### src/rtl/td4_core_if.sv
// rtl/td4_core_if.sv - instruction ROM bus between the td4 core and its program store
// The core drives the fetch address; the ROM answers combinationally in the same cycle.
interface td4_core_if #(
   parameter int DATA_W = 4,
   parameter int ADDR_W = 4
);
   logic [ADDR_W-1:0]   pc;
   logic [DATA_W+3:0]   instr;

   modport master (output pc, input instr);
   modport slave  (input pc, output instr);
endinterface

### src/rtl/td4_core.sv
// rtl/td4_core.sv - single-cycle accumulator CPU: A/B registers, carry, pc and I/O ports
// One instruction from the external ROM retires on every enabled rising edge.
module td4_core #(
   parameter int DATA_W = 4,
   parameter int ADDR_W = 4
) (
   input  logic              clk,
   input  logic              n_reset,
   input  logic              en,
   td4_core_if.master        rom,
   input  logic [DATA_W-1:0] in_port,
   output logic [DATA_W-1:0] out_port,
   output logic              out_strobe,
   output logic              carry,
   output logic [DATA_W-1:0] reg_a,
   output logic [DATA_W-1:0] reg_b
);
   if (ADDR_W < 1 || ADDR_W > DATA_W) begin : g_bad_addr_w
      $error("td4_core: ADDR_W must lie in 1..DATA_W");
   end

   typedef enum logic [1:0] {SRC_A, SRC_B, SRC_IN, SRC_ZERO} src_e;

   logic [ADDR_W-1:0] pc_q, pc_d;
   logic [DATA_W-1:0] a_q, a_d, b_q, b_d, out_q, out_d;
   logic              carry_q, carry_d;
   logic              strobe_q;

   logic [3:0]        op;
   logic [DATA_W-1:0] im;
   logic [DATA_W-1:0] src;
   logic [DATA_W:0]   sum;
   src_e              src_sel;
   logic              wr_a, wr_b, wr_out, jump;

   assign op = rom.instr[DATA_W+3:DATA_W];
   assign im = rom.instr[DATA_W-1:0];

   always_comb begin
      src_sel = SRC_ZERO;
      wr_a    = 1'b0;
      wr_b    = 1'b0;
      wr_out  = 1'b0;
      jump    = 1'b0;
      case (op)
         4'b0000: begin src_sel = SRC_A;  wr_a = 1'b1; end
         4'b0001: begin src_sel = SRC_B;  wr_a = 1'b1; end
         4'b0010: begin src_sel = SRC_IN; wr_a = 1'b1; end
         4'b0011: wr_a = 1'b1;
         4'b0100: begin src_sel = SRC_A;  wr_b = 1'b1; end
         4'b0101: begin src_sel = SRC_B;  wr_b = 1'b1; end
         4'b0110: begin src_sel = SRC_IN; wr_b = 1'b1; end
         4'b0111: wr_b = 1'b1;
         4'b1001: begin src_sel = SRC_B;  wr_out = 1'b1; end
         4'b1011: wr_out = 1'b1;
         4'b1111: jump = 1'b1;
         // JNC tests the flag as it stood before this edge
         4'b1110: jump = ~carry_q;
         default: ;
      endcase
   end

   always_comb begin
      case (src_sel)
         SRC_A:   src = a_q;
         SRC_B:   src = b_q;
         SRC_IN:  src = in_port;
         default: src = '0;
      endcase
   end

   // Branches and NOPs select the zero source, so their cout is always 0
   assign sum = {1'b0, src} + {1'b0, im};

   always_comb begin
      pc_d    = jump ? im[ADDR_W-1:0] : pc_q + ADDR_W'(1);
      a_d     = wr_a   ? sum[DATA_W-1:0] : a_q;
      b_d     = wr_b   ? sum[DATA_W-1:0] : b_q;
      out_d   = wr_out ? sum[DATA_W-1:0] : out_q;
      carry_d = sum[DATA_W];
   end

   always_ff @(posedge clk or negedge n_reset) begin
      if (!n_reset) begin
         pc_q     <= '0;
         a_q      <= '0;
         b_q      <= '0;
         out_q    <= '0;
         carry_q  <= 1'b0;
         strobe_q <= 1'b0;
      end else if (en) begin
         pc_q     <= pc_d;
         a_q      <= a_d;
         b_q      <= b_d;
         out_q    <= out_d;
         carry_q  <= carry_d;
         strobe_q <= wr_out;
      end else begin
         strobe_q <= 1'b0;
      end
   end

   assign rom.pc     = pc_q;
   assign out_port   = out_q;
   assign out_strobe = strobe_q;
   assign carry      = carry_q;
   assign reg_a      = a_q;
   assign reg_b      = b_q;
endmodule

### src/flat_wrapper.sv
// flat-port wrapper written by rule: the top's interface ports become plain ports
module td4_core_flat 
#(
   parameter int DATA_W = 4,
   parameter int ADDR_W = 4
)
  (clk, n_reset, en, in_port, out_port, out_strobe, carry, reg_a, reg_b, rom_pc, rom_instr);
  td4_core_if #(.DATA_W(DATA_W), .ADDR_W(ADDR_W)) rom_i ();
  input  logic clk;
  input  logic n_reset;
  input  logic en;
  input  logic [DATA_W-1:0] in_port;
  output logic [DATA_W-1:0] out_port;
  output logic out_strobe;
  output logic carry;
  output logic [DATA_W-1:0] reg_a;
  output logic [DATA_W-1:0] reg_b;
  output wire logic [$bits(rom_i.pc)-1:0] rom_pc;
  input wire logic [$bits(rom_i.instr)-1:0] rom_instr;
  assign rom_pc = rom_i.pc;
  assign rom_i.instr = rom_instr;
  td4_core #(.DATA_W(DATA_W), .ADDR_W(ADDR_W)) u_core (.clk(clk), .n_reset(n_reset), .en(en), .rom(rom_i), .in_port(in_port), .out_port(out_port), .out_strobe(out_strobe), .carry(carry), .reg_a(reg_a), .reg_b(reg_b));
endmodule
### config.mk
export PLATFORM = sky130hd
export DESIGN_NAME = td4_core_flat
export DESIGN_NICKNAME = d
export VERILOG_FILES = /design/src/rtl/td4_core_if.sv /design/src/rtl/td4_core.sv /design/src/flat_wrapper.sv
export SDC_FILE = /design/constraint.sdc
export NUM_CORES = 1
export LEC_CHECK = 0
export ABC_CLOCK_PERIOD_IN_PS = 2100
export BUFFER_PORTS_ARGS = -buffer_cell sky130_fd_sc_hd__clkbuf_2
export CAP_MARGIN = 0
export CORE_MARGIN = 5
export CORE_UTILIZATION = 50
export CTS_BUF_LIST = sky130_fd_sc_hd__clkbuf_2
export DETAILED_ROUTE_END_ITERATION = 10
export PLACE_DENSITY = 0.91
export SETUP_SLACK_MARGIN = 0.5
export SYNTH_ARGS = -nofsm -noshare
export SYNTH_HDL_FRONTEND = slang
export SYNTH_SLANG_ARGS = --single-unit
### constraint.sdc
create_clock -name clk -period 2.1 [get_ports clk]
set_input_delay 0.105 -clock clk [delete_from_list [all_inputs] [get_ports clk]]
set_output_delay 0.105 -clock clk [all_outputs]
set_load 0.02 [all_outputs]
Word level (Yosys, flattened, before mapping)
Index checks and enable logic that the tools add are counted.

Input bits: 15. Flip-flop bits (word level): 18. Word-level logic and storage cells: 41. Output and inout bits: 18.

Equal/unequal tests: 13. Muxes and demuxes: 8. Add/sub/neg operators: 2. Bitwise operators: 1. Reduce and logical (&&, ||, !) cells: 11.

Operators with widths (count): == test 4 x 3 -> 1 bit, second input constant (4); == test 4 bit, second input constant (4); case mux 4 bit (3 select lines) (1); == test 4 x 2 -> 1 bit, second input constant (2); OR reduction 4 bit (2); case mux 2 bit (3 select lines) (1); AND reduction 2 bit (3); OR reduction 2 bit (3); adder 4 x 4 -> 5 bit (1); adder 4 x 1 -> 4 bit, second input constant (1); == test 4 x 1 -> 1 bit, second input constant (1); logical NOT 4 bit (1); 2-to-1 mux 1 bit (4); 2-to-1 mux 4 bit (1); OR reduction 3 bit (1); == test 2 x 1 -> 1 bit, second input constant (1); == test 2 bit, second input constant (1); logical NOT 2 bit (1); case mux 1 bit (2 select lines) (1); inverter 1 bit (1).

Longest topological paths before layout
Gate-level depths: netlist of run 1.

Depth after elaboration: 6. Gate-level depth with buffers: 9. Depth with buffers taken out: 9.

Worst setup path before layout of run 1
No wires, ideal clock.

Path type: input-to-reg. Start: input port rom_instr[5]. End: register u_core.b_q[2] (netlist: u_core.reg_b[2]). Cell stages on the path: 8. Buffers on the path: 1. Data arrival time: 1669 ps. Slack: 301 ps. Data required time: 1970 ps. Library setup time: 130 ps. Cell sequence: buf_2 > a211oi_1 > o2bb2ai_1 > ha_1 > inv_1 > fa_1 > xor2_1 > o21ai_0.

Longest elaborated chain between the ends: 6. Elaborated cells on any way between the ends: 20. Those cells by class: 1 x add/sub; 9 x eq/ne; 3 x mux; 7 x reduce/logical.

RTL lines: start, declared (line flat_wrapper.sv:19) `input wire logic [$bits(rom_i.instr)-1:0] rom_instr;`; == test 4 x 1 -> 1 bit (tied with other cells) (line td4_core.sv:45) `case (op)`; OR reduction 3 bit (no source line) / OR reduction 2 bit (equally long branches); case mux 2 bit (3 select lines) (line td4_core.sv:45); == test 2 bit (tied with other cells) (line td4_core.sv:64) `case (src_sel)`; case mux 4 bit (3 select lines) (line td4_core.sv:64); adder 4 x 4 -> 5 bit (line td4_core.sv:73) `assign sum = {1'b0, src} + {1'b0, im};`; end signal, assigned (line td4_core.sv:87) `b_q <= '0;`; end signal, assigned (line td4_core.sv:94) `b_q <= b_d;`; end, declared (line td4_core.sv:25) `logic [DATA_W-1:0] a_q, a_d, b_q, b_d, out_q, out_d;`.

Parallel ways exist; a longest one is shown, timed or not. A chain may end at the register's enable or synchronous reset.

Worst setup path after layout of run 1
Start: register u_core.a_q[0] (netlist: u_core.reg_a[0]). End: register u_core.b_q[2] (netlist: u_core.reg_b[2]).

Longest elaborated chain between the ends: 2.

RTL lines: start, declared (line td4_core.sv:25); start signal, assigned (line td4_core.sv:86) `a_q <= '0;`; start signal, assigned (line td4_core.sv:93) `a_q <= a_d;`; case mux 4 bit (3 select lines) (line td4_core.sv:64); adder 4 x 4 -> 5 bit (line td4_core.sv:73).

Every way passes these cells.

==> results of run 1 <==
-- what timing repair did --
| item | 4_1_cts | 5_1_grt |
|---|---|---|
| hold buffers | 1 | 0 |
| endpoints found under the hold margin | 18 | 0 |
| endpoints found under the setup margin | 10 | 10 |
| pin swaps | 8 | 2 |
| gates resized for setup | 8 | 7 |
| setup buffers | 2 | 0 |
-- routing by layer --
layer | track usage [%] | up-vias | share of wire [%]
met2 | 31.6 | 35 | 52
li1 | - | 443 | -
met1 | 22.7 | 435 | 42
met4 | 4.17 | 0 | 0.81
met3 | 3.26 | 4 | 5.7
met5 | 0 | - | 0
-- state kept, by name (all words and copies together) (netlist names) --
register and count:
u_core.rom.pc 4, u_core.out_port 4, u_core.reg_b 4, u_core.reg_a 4, u_core.out_strobe 1, u_core.carry 1
-- cell usage after synthesis --
master,n
inv_1,6
nand3_1,3
o311ai_0,1
mux2_4,1
a311o_1,1
and3_1,2
a22oi_1,1
o2111ai_1,1
fa_1,1
nor2b_1,3
dfrtp_1,18
nand2_1,13
o2bb2ai_1,3
nand2b_1,3
nor2_1,4
ha_1,5
mux2i_1,4
or3b_1,1
or2b_1,1
or2_2,1
a211oi_1,1
o31ai_1,3
buf_2,3
nand3b_1,2
nand4_1,1
o21ai_1,1
o211ai_1,1
o32a_1,1
a21oi_1,2
a21o_1,1
nand4b_2,1
a31oi_1,2
mux2_2,1
xor2_1,1
o21ai_0,7
a21boi_0,1
and3b_1,1
-- stage by stage --
stage,power [mW],worst slack [ns],area (um^2)
global placement,0.990,0.287,1230
finish,1.20,0.426,1310
CTS,1.19,0.387,1280
floorplan,0.829,0.494,1050
detailed placement,1.01,0.128,1230
global route,1.28,0.323,1310
-- power by group through the flow --
stage	sequential, mW	combinational [mW]	clock (mW)
4_1_cts	0.514	0.515	0.155
5_1_grt	0.530	0.584	0.171
6_report	0.516	0.530	0.152
2_1_floorplan	0.627	0.201	0
3_5_place_dp	0.523	0.486	0
3_3_place_gp	0.517	0.473	0
-- layout make-up --
cell class,instances,area [um^2],share of cell area (%)
Timing Repair Buffer,35,185,14.1
Sequential cell,18,452,34.5
Clock inverter,1,3.75,0.287
Inverter,6,22.5,1.72
Clock buffer,3,15.0,1.15
Multi-Input combinational cell,76,598,45.7
Tap cell,27,33.8,2.58
-- worst register-to-register path, cell delays in order, from the launching register on --
cell,delay (ns)
dfrtp_2,0.40
mux2i_1,0.08
o2bb2ai_1,0.18
ha_2,0.23
inv_2,0.04
fa_2,0.36
xor2_2,0.18
o21ai_1,0.10
-- final timing paths --
| kind | start | to | slack (ns) | cells past startpoint |
|---|---|---|---|---|
| worst max-delay path | u_core.reg_a[0]$_DFFE_PN0P_ | u_core.reg_b[2]$_DFFE_PN0P_ | 0.43 | 7 |
| worst min-delay path | rom_instr[1] | u_core.rom.pc[1]$_DFFE_PN0P_ | 0.09 | 3 |
| worst max register to register | u_core.reg_a[0]$_DFFE_PN0P_ | u_core.reg_b[2]$_DFFE_PN0P_ | 0.43 | 7 |
| worst min register to register | u_core.out_port[0]$_DFFE_PN0P_ | u_core.out_port[0]$_DFFE_PN0P_ | 0.50 | 2 |
| max in group asynchronous | n_reset | u_core.reg_a[0]$_DFFE_PN0P_ | 1.50 | 2 |
| min in group asynchronous | n_reset | u_core.rom.pc[3]$_DFFE_PN0P_ | 0.25 | 2 |
-- cell families (layout without fill, tap and decap cells) --
logic type | count (synthesis) | after routing
AOI/OAI and AO/OA | 27 | 27
muxes | 6 | 6
DFF | 18 | 18
adders and majority gates | 6 | 6
buffers and inverters | 9 | 45
and+or+nand+nor | 36 | 36
xor gates and xnor gates | 1 | 1
==> summary.txt, run 1 <==
Flow run
  – Max Cap Viol: 0

Timing
  – Hold WS: 0.0870 ns
  – Clk_skew: 0.0112 ns
  – Final TNS setup: 0 ns
  – FMAX: 597 MHz
  – RSZ-0062 raised after global routing: true
  – Worst-Margin Slew: 0.457 ns
  – Setup violations, final: 0
  – Slew headroom: 69.5%
  – Tmin final: 1.67 ns
  – Slew Viols, Final: 0
  – Final hold vios: 0
  – Fin crit share: 79.7%

Power
  – Reg power frac: 43.1%
  – PD cells: 914 mW/mm^2
  – Clock Power Share: 12.7%
  – Cell Int Power: 699 uW
  – Peak supply drop: 0.000685 V
  – Leakage: 0.650 nW
  – Logic pwr share: 44.2%
  – Switching Share: 41.6%
  – Sw Pwr: 499 uW

Worst setup path
  – CP delay by family, top: adder cells
  – Critical path's slowest cell: dfrtp_2
  – Worst endpoint data arrival time: 1.87 ns
  – WS Path Type: register to register
  – Crit-path max cell delay: 0.40 ns
  – CP Launch Type: register
  – CP Buf/Inv Count: 1
  – Crit end category: register
  – CP max FO: 3
  – CP Cell Sequence: mux2i_1 > o2bb2ai_1 > ha_2 > inv_2 > fa_2 > xor2_2 > o21ai_1
  – Worst EP required: 2.30 ns

Cells and area
  – Number of fillers in the final layout: 175
  – Area Growth Syn to Fin: 27.4%
  – Commonest non-fill, non-tap cell in the layout: clkbuf_2
  – Share of post-route cells with drive strength above 1: 38.1%
  – Layout Cells excl Fill: 166
  – Util after Layout: 66.8%
  – Most frequent cells in the layout: clkbuf_2 (35), dfrtp_1 (17), nand2_1 (13)
  – Nets: 161
  – # diodes: 0

Synth
  – Post-Syn Area: 0.00103 mm^2
  – Avg Cell Area, Syn: 9.99 um^2
  – Register bit total from synthesis: 18
  – Gate Count Post-Synth: 103
  – Post-synth cell types: 37
  – Mapped Nets: 124
  – Sequential element share of the synthesized area: 43.8%
  – Post-synthesis simple-gate area fraction: 19.1%
  – Synth Area in Compound Gates: 18.1%
  – Top-area cell type share of the netlist area: 43.8%
  – Ranking of synthesized cells by area: dfrtp_1 (44%), ha_1 (6.1%), nand2_1 (4.7%)
  – Adder-cell area share of the yosys netlist: 8.03%
  – Synth area leader: dfrtp_1
  – Synth Area in XOR/XNOR: 0.852%
  – Mux cell area share after synthesis: 6.45%
  – Yosys synthesis warning count: 0
  – Largest family of logic cells by synthesized area: simple AND/OR/NAND/NOR gates

Routing
  – DRC: 0
  – Via count: 917
  – Pre-antenna DRT Iters: 4
  – Drt wl/cell: 15.6 um
  – DRT antenna net count: 0
  – Routed WL: 2590 um
  – Initial DRC count: 26
  – Via/cell ratio: 5.52

Die
  – Ports: 33
  – Die ar.: 0.00306 mm^2
  – Die H: 55.4 um
  – Starting Density: 52.4%
  – Core ar.: 0.00196 mm^2
  – Die Wd: 55.4 um
  – Row count: 16

Clock network
  – Max clock buf depth: 2
  – CTS tree: done
  – H-tree depth: 1
  – Clock Latency Late Sink: 0.31 ns
  – TritonCTS Buffers: 3
  – Clock transition at path regs: 0.17 ns
  – CTS root buffer: clkbuf_2
  – Clock sinks: 18

Global routing
  – Total global routing overflow: 0
  – Vias in the first global route: 941
  – Initial antenna violation count: 0
  – Global-route usage over all layers: 18.0%
  – Largest net degree at the start of global routing: 19
  – First-pass GRT wire length: 4480 um

Placement
  – Post-Place Cells: 159
  – Post-DP HPWL: 1960 um
  – Buffers on Ports: 32
  – Gpl congestion: 0.753

Worst hold path
  – Hold Path Class: input port to register

Status
  – Status: finished, final reports clean
Power figures use the tool's default switching activity.
==> run 2, diff against run 1 <==
- ABC_AREA: not set -> 1
- ABC_CLOCK_PERIOD_IN_PS: 2100 -> 1500
- CORE_UTILIZATION: 50 -> 47
- PLACE_DENSITY: 0.91 -> 0.89
- clock period: 2.1 -> 1.5 ns (I/O delays scaled with it)
==> run 2 against run 1 <==
  * The run now ends with setup timing left
  * Critical path depth grew 1
  * Clock skew grew 0.0098 ns
  * Sequential share of layout area shrank 7.1 points
  * Core utilization grew 11 points
  * Worst hold slack gained 0.0047 ns
==> summary.txt, run 2 <==
Timing
  – Final hold vios: 0 (unchanged)
  – Worst-Margin Slew: 0.484 ns (was 0.457 ns)
  – FMAX: 623 MHz (was 597 MHz)
  – Fin crit share: 107% (was 79.7%)
  – Tmin final: 1.61 ns (was 1.67 ns)
  – Slew Viols, Final: 0 (unchanged)
  – RSZ-0062 raised after global routing: true (unchanged)
  – Slew headroom: 67.7% (was 69.5%)
  – Clk_skew: 0.0210 ns (was 0.0112 ns)
  – Setup violations, final: 9 (was 0)
  – Setup ws final: -0.106 ns (was 0.426 ns)

Cells and area
  – Commonest non-fill, non-tap cell in the layout: nand2_1 (was clkbuf_2)
  – Number of fillers in the final layout: 141 (was 175)
  – Most frequent cells in the layout: nand2_1 (51), clkbuf_2 (21), buf_4 (14) (was clkbuf_2 (35), dfrtp_1 (17), nand2_1 (13))
  – Util after Layout: 77.4% (was 66.8%)
  – Register area: 459 um^2 (was 452 um^2)
  – Nets: 217 (was 161)
  – Multi-input logic area: 616 um^2 (was 598 um^2)
  – Layout Cells excl Fill: 223 (was 166)
  – # diodes: 0 (unchanged)
  – Area Growth Syn to Fin: 60.9% (was 27.4%)
  – Share of post-route cells with drive strength above 1: 49.7% (was 38.1%)
  – Final instance area: 0.00168 mm^2 (was 0.00131 mm^2)

Placement
  – Post-Place Cells: 208 (was 159)
  – Buffers on Ports: 32 (unchanged)
  – Post-DP HPWL: 2360 um (was 1960 um)
  – Pre-CTS WS: -0.226 ns (was 0.128 ns)
  – Placed cell areas: 0.00136 mm^2 (was 0.00123 mm^2)
  – Gpl congestion: 0.933 (was 0.753)

Flow run
  – Max Cap Viol: 0 (unchanged)

Global routing
  – Largest net degree at the start of global routing: 19 (unchanged)
  – Vias in the first global route: 1281 (was 941)
  – First-pass GRT wire length: 5890 um (was 4480 um)
  – Global-route usage over all layers: 23.1% (was 18.0%)
  – Total global routing overflow: 0 (unchanged)
  – Initial antenna violation count: 0 (unchanged)

Synth
  – Post-synth cell types: 20 (was 37)
  – Post-Syn Area: 0.00104 mm^2 (was 0.00103 mm^2)
  – Yosys synthesis warning count: 0 (unchanged)
  – Ranking of synthesized cells by area: dfrtp_1 (43%), nand2_1 (20%), nand3_1 (6.7%) (was dfrtp_1 (44%), ha_1 (6.1%), nand2_1 (4.7%))
  – Number of flops mapped to enable cells by yosys: 0 (unchanged)
  – Main synth FF type: dfrtp_1 (unchanged)
  – Most common cell in the netlist: nand2_1 (was dfrtp_1)
  – Most frequent cells after synthesis: nand2_1 (55), dfrtp_1 (18), inv_1 (16), nand3_1 (14), o21ai_1 (6) (was dfrtp_1 (18), nand2_1 (13), o21ai_0 (7), inv_1 (6), ha_1 (5))
  – Mapped Nets: 159 (was 124)
  – Top-area cell type share of the netlist area: 43.2% (was 43.8%)
  – Gate Count Post-Synth: 138 (was 103)
  – Register bit total from synthesis: 18 (unchanged)
  – Synth area leader: dfrtp_1 (unchanged)
  – Avg Cell Area, Syn: 7.56 um^2 (was 9.99 um^2)
  – Sequential element share of the synthesized area: 43.2% (was 43.8%)
  – Async SR Flop Fraction: 100% (unchanged)

Clock network
  – Clock transition at path regs: 0.19 ns (was 0.17 ns)
  – H-tree depth: 1 (unchanged)
  – Clock Latency Late Sink: 0.32 ns (was 0.31 ns)
  – CTS root buffer: clkbuf_2 (unchanged)
  – TritonCTS Buffers: 3 (unchanged)
  – Max clock buf depth: 2 (unchanged)
  – Clock sinks: 18 (unchanged)
  – CTS tree: done (unchanged)

Die
  – Die ar.: 0.00326 mm^2 (was 0.00306 mm^2)
  – Starting Density: 48.1% (was 52.4%)
  – Die Wd: 57.1 um (was 55.4 um)
  – Ports: 33 (unchanged)
  – Core ar.: 0.00217 mm^2 (was 0.00196 mm^2)
  – Die H: 57.1 um (was 55.4 um)
  – Row count: 17 (was 16)

Routing
  – Via count: 1214 (was 917)
  – Via/cell ratio: 5.44 (was 5.52)
  – Pre-antenna DRT Iters: 4 (unchanged)
  – Initial DRC count: 66 (was 26)
  – Routed WL: 3660 um (was 2590 um)
  – DRT antenna net count: 0 (unchanged)
  – Drt wl/cell: 16.4 um (was 15.6 um)
  – DRC: 0 (unchanged)

Status
  – Status: finished, violations left (was finished, final reports clean)
  – Failing checks: setup timing

Worst setup path
  – CP Launch Type: register (unchanged)
  – Crit end category: register (unchanged)
  – CP max FO: 3 (unchanged)
  – WS Path Type: register to register (unchanged)
  – Worst endpoint data arrival time: 1.85 ns (was 1.87 ns)
  – Worst EP required: 1.74 ns (was 2.30 ns)

Worst hold path
  – Hold Path Class: input port to register (unchanged)

Power
  – Peak supply drop: 0.000830 V (was 0.000685 V)
  – PD cells: 1250 mW/mm^2 (was 914 mW/mm^2)
  – Leakage: 0.901 nW (was 0.650 nW)
## run 2: final timing paths
| check | endpoint | slack (ns) | depth (start not counted) | start |
|---|---|---|---|---|
| min | u_core.carry$_DFFE_PN0P_ | 0.09 | 3 | en |
| max | u_core.reg_a[2]$_DFFE_PN0P_ | -0.11 | 8 | u_core.reg_a[0]$_DFFE_PN0P_ |
| min in group asynchronous | u_core.rom.pc[3]$_DFFE_PN0P_ | 0.22 | 2 | n_reset |
| min reg2reg | u_core.out_port[2]$_DFFE_PN0P_ | 0.51 | 2 | u_core.out_port[2]$_DFFE_PN0P_ |
| max reg2reg | u_core.reg_a[2]$_DFFE_PN0P_ | -0.11 | 8 | u_core.reg_a[0]$_DFFE_PN0P_ |
| max in group asynchronous | u_core.reg_a[2]$_DFFE_PN0P_ | 0.91 | 2 | n_reset |
## run 2: layout make-up
class                      instances  share of cell area, %
multi-input combinational        100                   36.7
timing repair buffer              53                   28.2
sequential                        18                   27.3
inverter                          20                   4.62
tap                               28                   2.09
clock buffer                       3                  0.894
clock inverter                     1                  0.224
## run 2: what timing repair did
action                                 in CTS  in global routing
gates resized for setup                    33                 33
endpoints found under the hold margin      18                  0
setup buffers                               7                  3
setup endpoints to repair                  26                 31
pin swaps                                   7                  8
hold buffers                                1                  0
## run 2: metrics by stage
step	hold slack, ns	TNS (ns)	power [mW]
global route	0.0968	-1.42	2.22
detailed placement	0.0527	-1.97	1.43
floorplan	-0.221	0	1.15
finish	0.0916	-0.577	2.09
global placement	0.0419	-0.655	1.39
CTS	0.0773	-0.0502	1.92
## run 2: worst max-delay path, stage by stage, from the launching register on
cell and delay [ns]:
dfrtp_2 0.43, nand2_2 0.07, nand3_2 0.09, ha_4 0.14, inv_2 0.04, fa_2 0.38, xnor2_2 0.21, nand2_1 0.09
o21ai_2 0.08
## run 2: kinds of logic after synthesis
family                     share of synthesized area, %
adders and majority gates                          7.91
AOI/OAI and AO/OA                                  6.00
buffers and inverters                              7.19
DFF                                                43.2
and+or+nand+nor                                    34.1
xor gates and xnor gates                           1.68
## run 2: report_power, final
part | switching, mW | total [mW] | leakage [nW] | internal (mW)
Sequential | 0.133 | 0.744 | 0.218 | 0.611
Combinational | 0.537 | 1.13 | 0.669 | 0.597
Clock | 0.158 | 0.216 | 0.0140 | 0.0579
## run 2: per-layer routing
layer | GRT usage [%] | routed length (um) | up-vias | share of wire [%]
li1 | - | - | 555 | -
met1 | 25.6 | 1400 | 573 | 38
met2 | 40.5 | 1780 | 69 | 49
met3 | 5.66 | 322 | 17 | 8.8
met4 | 12.6 | 165 | 0 | 4.5
met5 | 0 | 0 | - | 0
==> run 3, diff against run 2 <==
- REMOVE_ABC_BUFFERS: not set -> 1
==> run 3 against run 2 <==
  * The run still ends with setup timing left
  * Core utilization increased by 6.9 points
  * Sequential share of layout area decreased by 2.5 points
  * Register-to-register slack got worse by 0.03 ns
  * Clock skew decreased by 0.0011 ns
  * Critical endpoint is now u_core.reg_b[3]$_DFFE_PN0P_
  * Largest cell class unchanged
  * Routed wire length increased by 10%
==> summary.txt, run 3 (same netlist as run 2, synthesis figures left out) <==
Status
  – Status: finished, violations left (unchanged)
  – Failing checks: setup timing (unchanged)

Global routing
  – First-pass GRT wire length: 5870 um (was 5890 um)
  – M3 GR Usage: 5.43% (was 5.66%)
  – GRT Max-Usage Layer: met2 (unchanged)
  – Initial antenna violation count: 0 (unchanged)
  – Vias in the first global route: 1264 (was 1281)
  – M2 GR Usage: 42.6% (was 40.5%)
  – Global-route usage over all layers: 23.6% (was 23.1%)
  – M1 GR Usage: 25.6% (about the same)
  – Largest net degree at the start of global routing: 19 (unchanged)
  – Total global routing overflow: 0 (unchanged)

Routing
  – DRT antenna net count: 0 (unchanged)
  – Drt wl/cell: 17.2 um (was 16.4 um)
  – Via/cell ratio: 5.47 (was 5.44)
  – Routed WL: 4030 um (was 3660 um)
  – Initial DRC count: 62 (was 66)
  – DRC: 0 (unchanged)
  – Pre-antenna DRT Iters: 4 (unchanged)
  – Via count: 1285 (was 1214)

Worst setup path
  – Crit end category: register (unchanged)
  – Critical path's slowest cell: dfrtp_1 (was dfrtp_2)
  – CP Launch Type: register (unchanged)
  – Crit-path max cell delay: 0.46 ns (was 0.43 ns)
  – Worst EP required: 1.74 ns (about the same)
  – R2R Path Start: u_core.reg_a[2]$_DFFE_PN0P_ (was u_core.reg_a[0]$_DFFE_PN0P_)
  – RR Endpoint: u_core.reg_b[3]$_DFFE_PN0P_ (was u_core.reg_a[2]$_DFFE_PN0P_)
  – CP Cell Sequence: inv_2 > o211ai_1 > ha_1 > buf_4 > nand3_2 > nand3b_1 > nand3_1 > nand2_1 (was nand2_2 > nand3_2 > ha_4 > inv_2 > fa_2 > xnor2_2 > nand2_1 > o21ai_2)
  – Worst endpoint data arrival time: 1.87 ns (was 1.85 ns)
  – CP delay by family, top: flip-flops (was adder cells)
  – Register-to-Register Path Depth: 8 (unchanged)
  – WS Path Type: register to register (unchanged)
  – CP max FO: 3 (unchanged)
  – Register-to-register setup slack: -0.13 ns (was -0.11 ns)
  – CP Buf/Inv Count: 2 (was 1)

Timing
  – FMAX: 613 MHz (was 623 MHz)
  – Slew Viols, Final: 0 (unchanged)
  – Fin crit share: 109% (was 107%)
  – Final TNS setup: -0.812 ns (was -0.577 ns)
  – RSZ-0062 raised after global routing: true (unchanged)
  – Final hold vios: 0 (unchanged)
  – Tmin final: 1.63 ns (was 1.61 ns)
  – Worst-Margin Slew: 0.473 ns (was 0.484 ns)
  – Setup violations, final: 9 (unchanged)
  – Setup ws final: -0.131 ns (was -0.106 ns)
  – Slew headroom: 68.5% (was 67.7%)
  – Clk_skew: 0.0199 ns (was 0.0210 ns)

Die
  – Core ar.: 0.00217 mm^2 (unchanged)
  – Die ar.: 0.00326 mm^2 (unchanged)
  – Ports: 33 (unchanged)
  – Starting Density: 48.1% (unchanged)
  – Row count: 17 (unchanged)
  – Die H: 57.1 um (unchanged)
  – Die Wd: 57.1 um (unchanged)

Worst hold path
  – Worst hold stages: 3 (unchanged)
  – Hold_sp: en (unchanged)
  – Hold Path Class: input port to register (unchanged)
  – WHS Endpoint: u_core.carry$_DFFE_PN0P_ (unchanged)

Cells and area
  – Number of fillers in the final layout: 119 (was 141)
  – Final instance area: 0.00183 mm^2 (was 0.00168 mm^2)
  – Commonest non-fill, non-tap cell in the layout: nand2_1 (unchanged)
  – Nets: 229 (was 217)
  – Most frequent cells in the layout: nand2_1 (50), buf_4 (23), clkbuf_2 (18) (was nand2_1 (51), clkbuf_2 (21), buf_4 (14))
  – Share of post-route cells with drive strength above 1: 51.7% (was 49.7%)
  – Area Growth Syn to Fin: 75.2% (was 60.9%)
  – # diodes: 0 (unchanged)
  – Register area: 454 um^2 (was 459 um^2)
  – Multi-input logic area: 656 um^2 (was 616 um^2)

Clock network
  – Clock Latency Late Sink: 0.34 ns (was 0.32 ns)
  – Clock sinks: 18 (unchanged)
  – TritonCTS Buffers: 3 (unchanged)
  – CTS tree: done (unchanged)
  – H-tree depth: 1 (unchanged)
  – Clock transition at path regs: 0.20 ns (was 0.19 ns)
  – CTS root buffer: clkbuf_2 (unchanged)
  – Max clock buf depth: 2 (unchanged)

Placement
  – Gpl congestion: 0.879 (was 0.933)
  – Post-DP HPWL: 2290 um (was 2360 um)
  – Placed cell areas: 0.00136 mm^2 (about the same)
  – Buffers on Ports: 32 (unchanged)
  – Pre-CTS WS: -0.370 ns (was -0.226 ns)

Power
  – PD cells: 1240 mW/mm^2 (was 1250 mW/mm^2)
  – Leakage: 0.981 nW (was 0.901 nW)
  – Peak supply drop: 0.000996 V (was 0.000830 V)

Flow run
  – Max Cap Viol: 0 (unchanged)
## run 3: how the worst max path moves through the flow
stage                                      startpoint                     endpoint  depth (start not counted)
after floorplan           u_core.reg_a[0]$_DFFE_PN0P_  u_core.reg_a[2]$_DFFE_PN0P_                          8
after global placement                   rom_instr[7]  u_core.reg_a[2]$_DFFE_PN0P_                         10
after detailed placement                 rom_instr[5]  u_core.reg_a[2]$_DFFE_PN0P_                         12
after CTS                 u_core.reg_a[2]$_DFFE_PN0P_  u_core.reg_b[3]$_DFFE_PN0P_                          7
after global routing      u_core.reg_a[0]$_DFFE_PN0P_  u_core.reg_a[2]$_DFFE_PN0P_                          8
final                     u_core.reg_a[2]$_DFFE_PN0P_  u_core.reg_b[3]$_DFFE_PN0P_                          8
## run 3: layout make-up
cell class / count / area share (%)
clock buffer: 3 / 0.821
clock inverter: 1 / 0.205
inverter: 20 / 4.24
multi-input combinational: 100 / 35.9
sequential: 18 / 24.8
tap: 28 / 1.92
timing repair buffer: 65 / 32.1
## run 3: metrics by stage
stage	util (%)	power (mW)	hold WS [ns]	instances
CTS	77.5	1.99	0.0395	229
finish	84.3	2.27	0.0466	235
global placement	62.6	1.39	0.0382	214
floorplan	-	1.11	-0.221	138
detailed placement	62.6	1.42	0.0509	214
global route	84.3	2.38	0.0632	235
## run 3: report_power, final
part | switching, mW | internal (mW)
clock network | 0.171 | 0.0579
registers | 0.134 | 0.606
logic | 0.605 | 0.698
total | 0.910 | 1.36
## run 3: worst min-delay path: cells and delay by family
family                 cells  cell delay, ns
AND/OR/NAND/NOR            2            0.14
buffers and inverters      1            0.17
## run 3: what timing repair did
action,CTS,global route
resized for setup,54,42
endpoints found under the setup margin,29,34
hold endpoints to repair,18,0
pin swaps,22,17
setup buffers,10,6
hold buffers,1,0
## run 3: metal layers
| layer | vias up | wire length (um) |
|---|---|---|
| met3 | 13 | 241 |
| met4 | 0 | 145 |
| li1 | 580 | - |
| met2 | 77 | 2160 |
| met1 | 615 | 1480 |
| met5 | - | 0 |
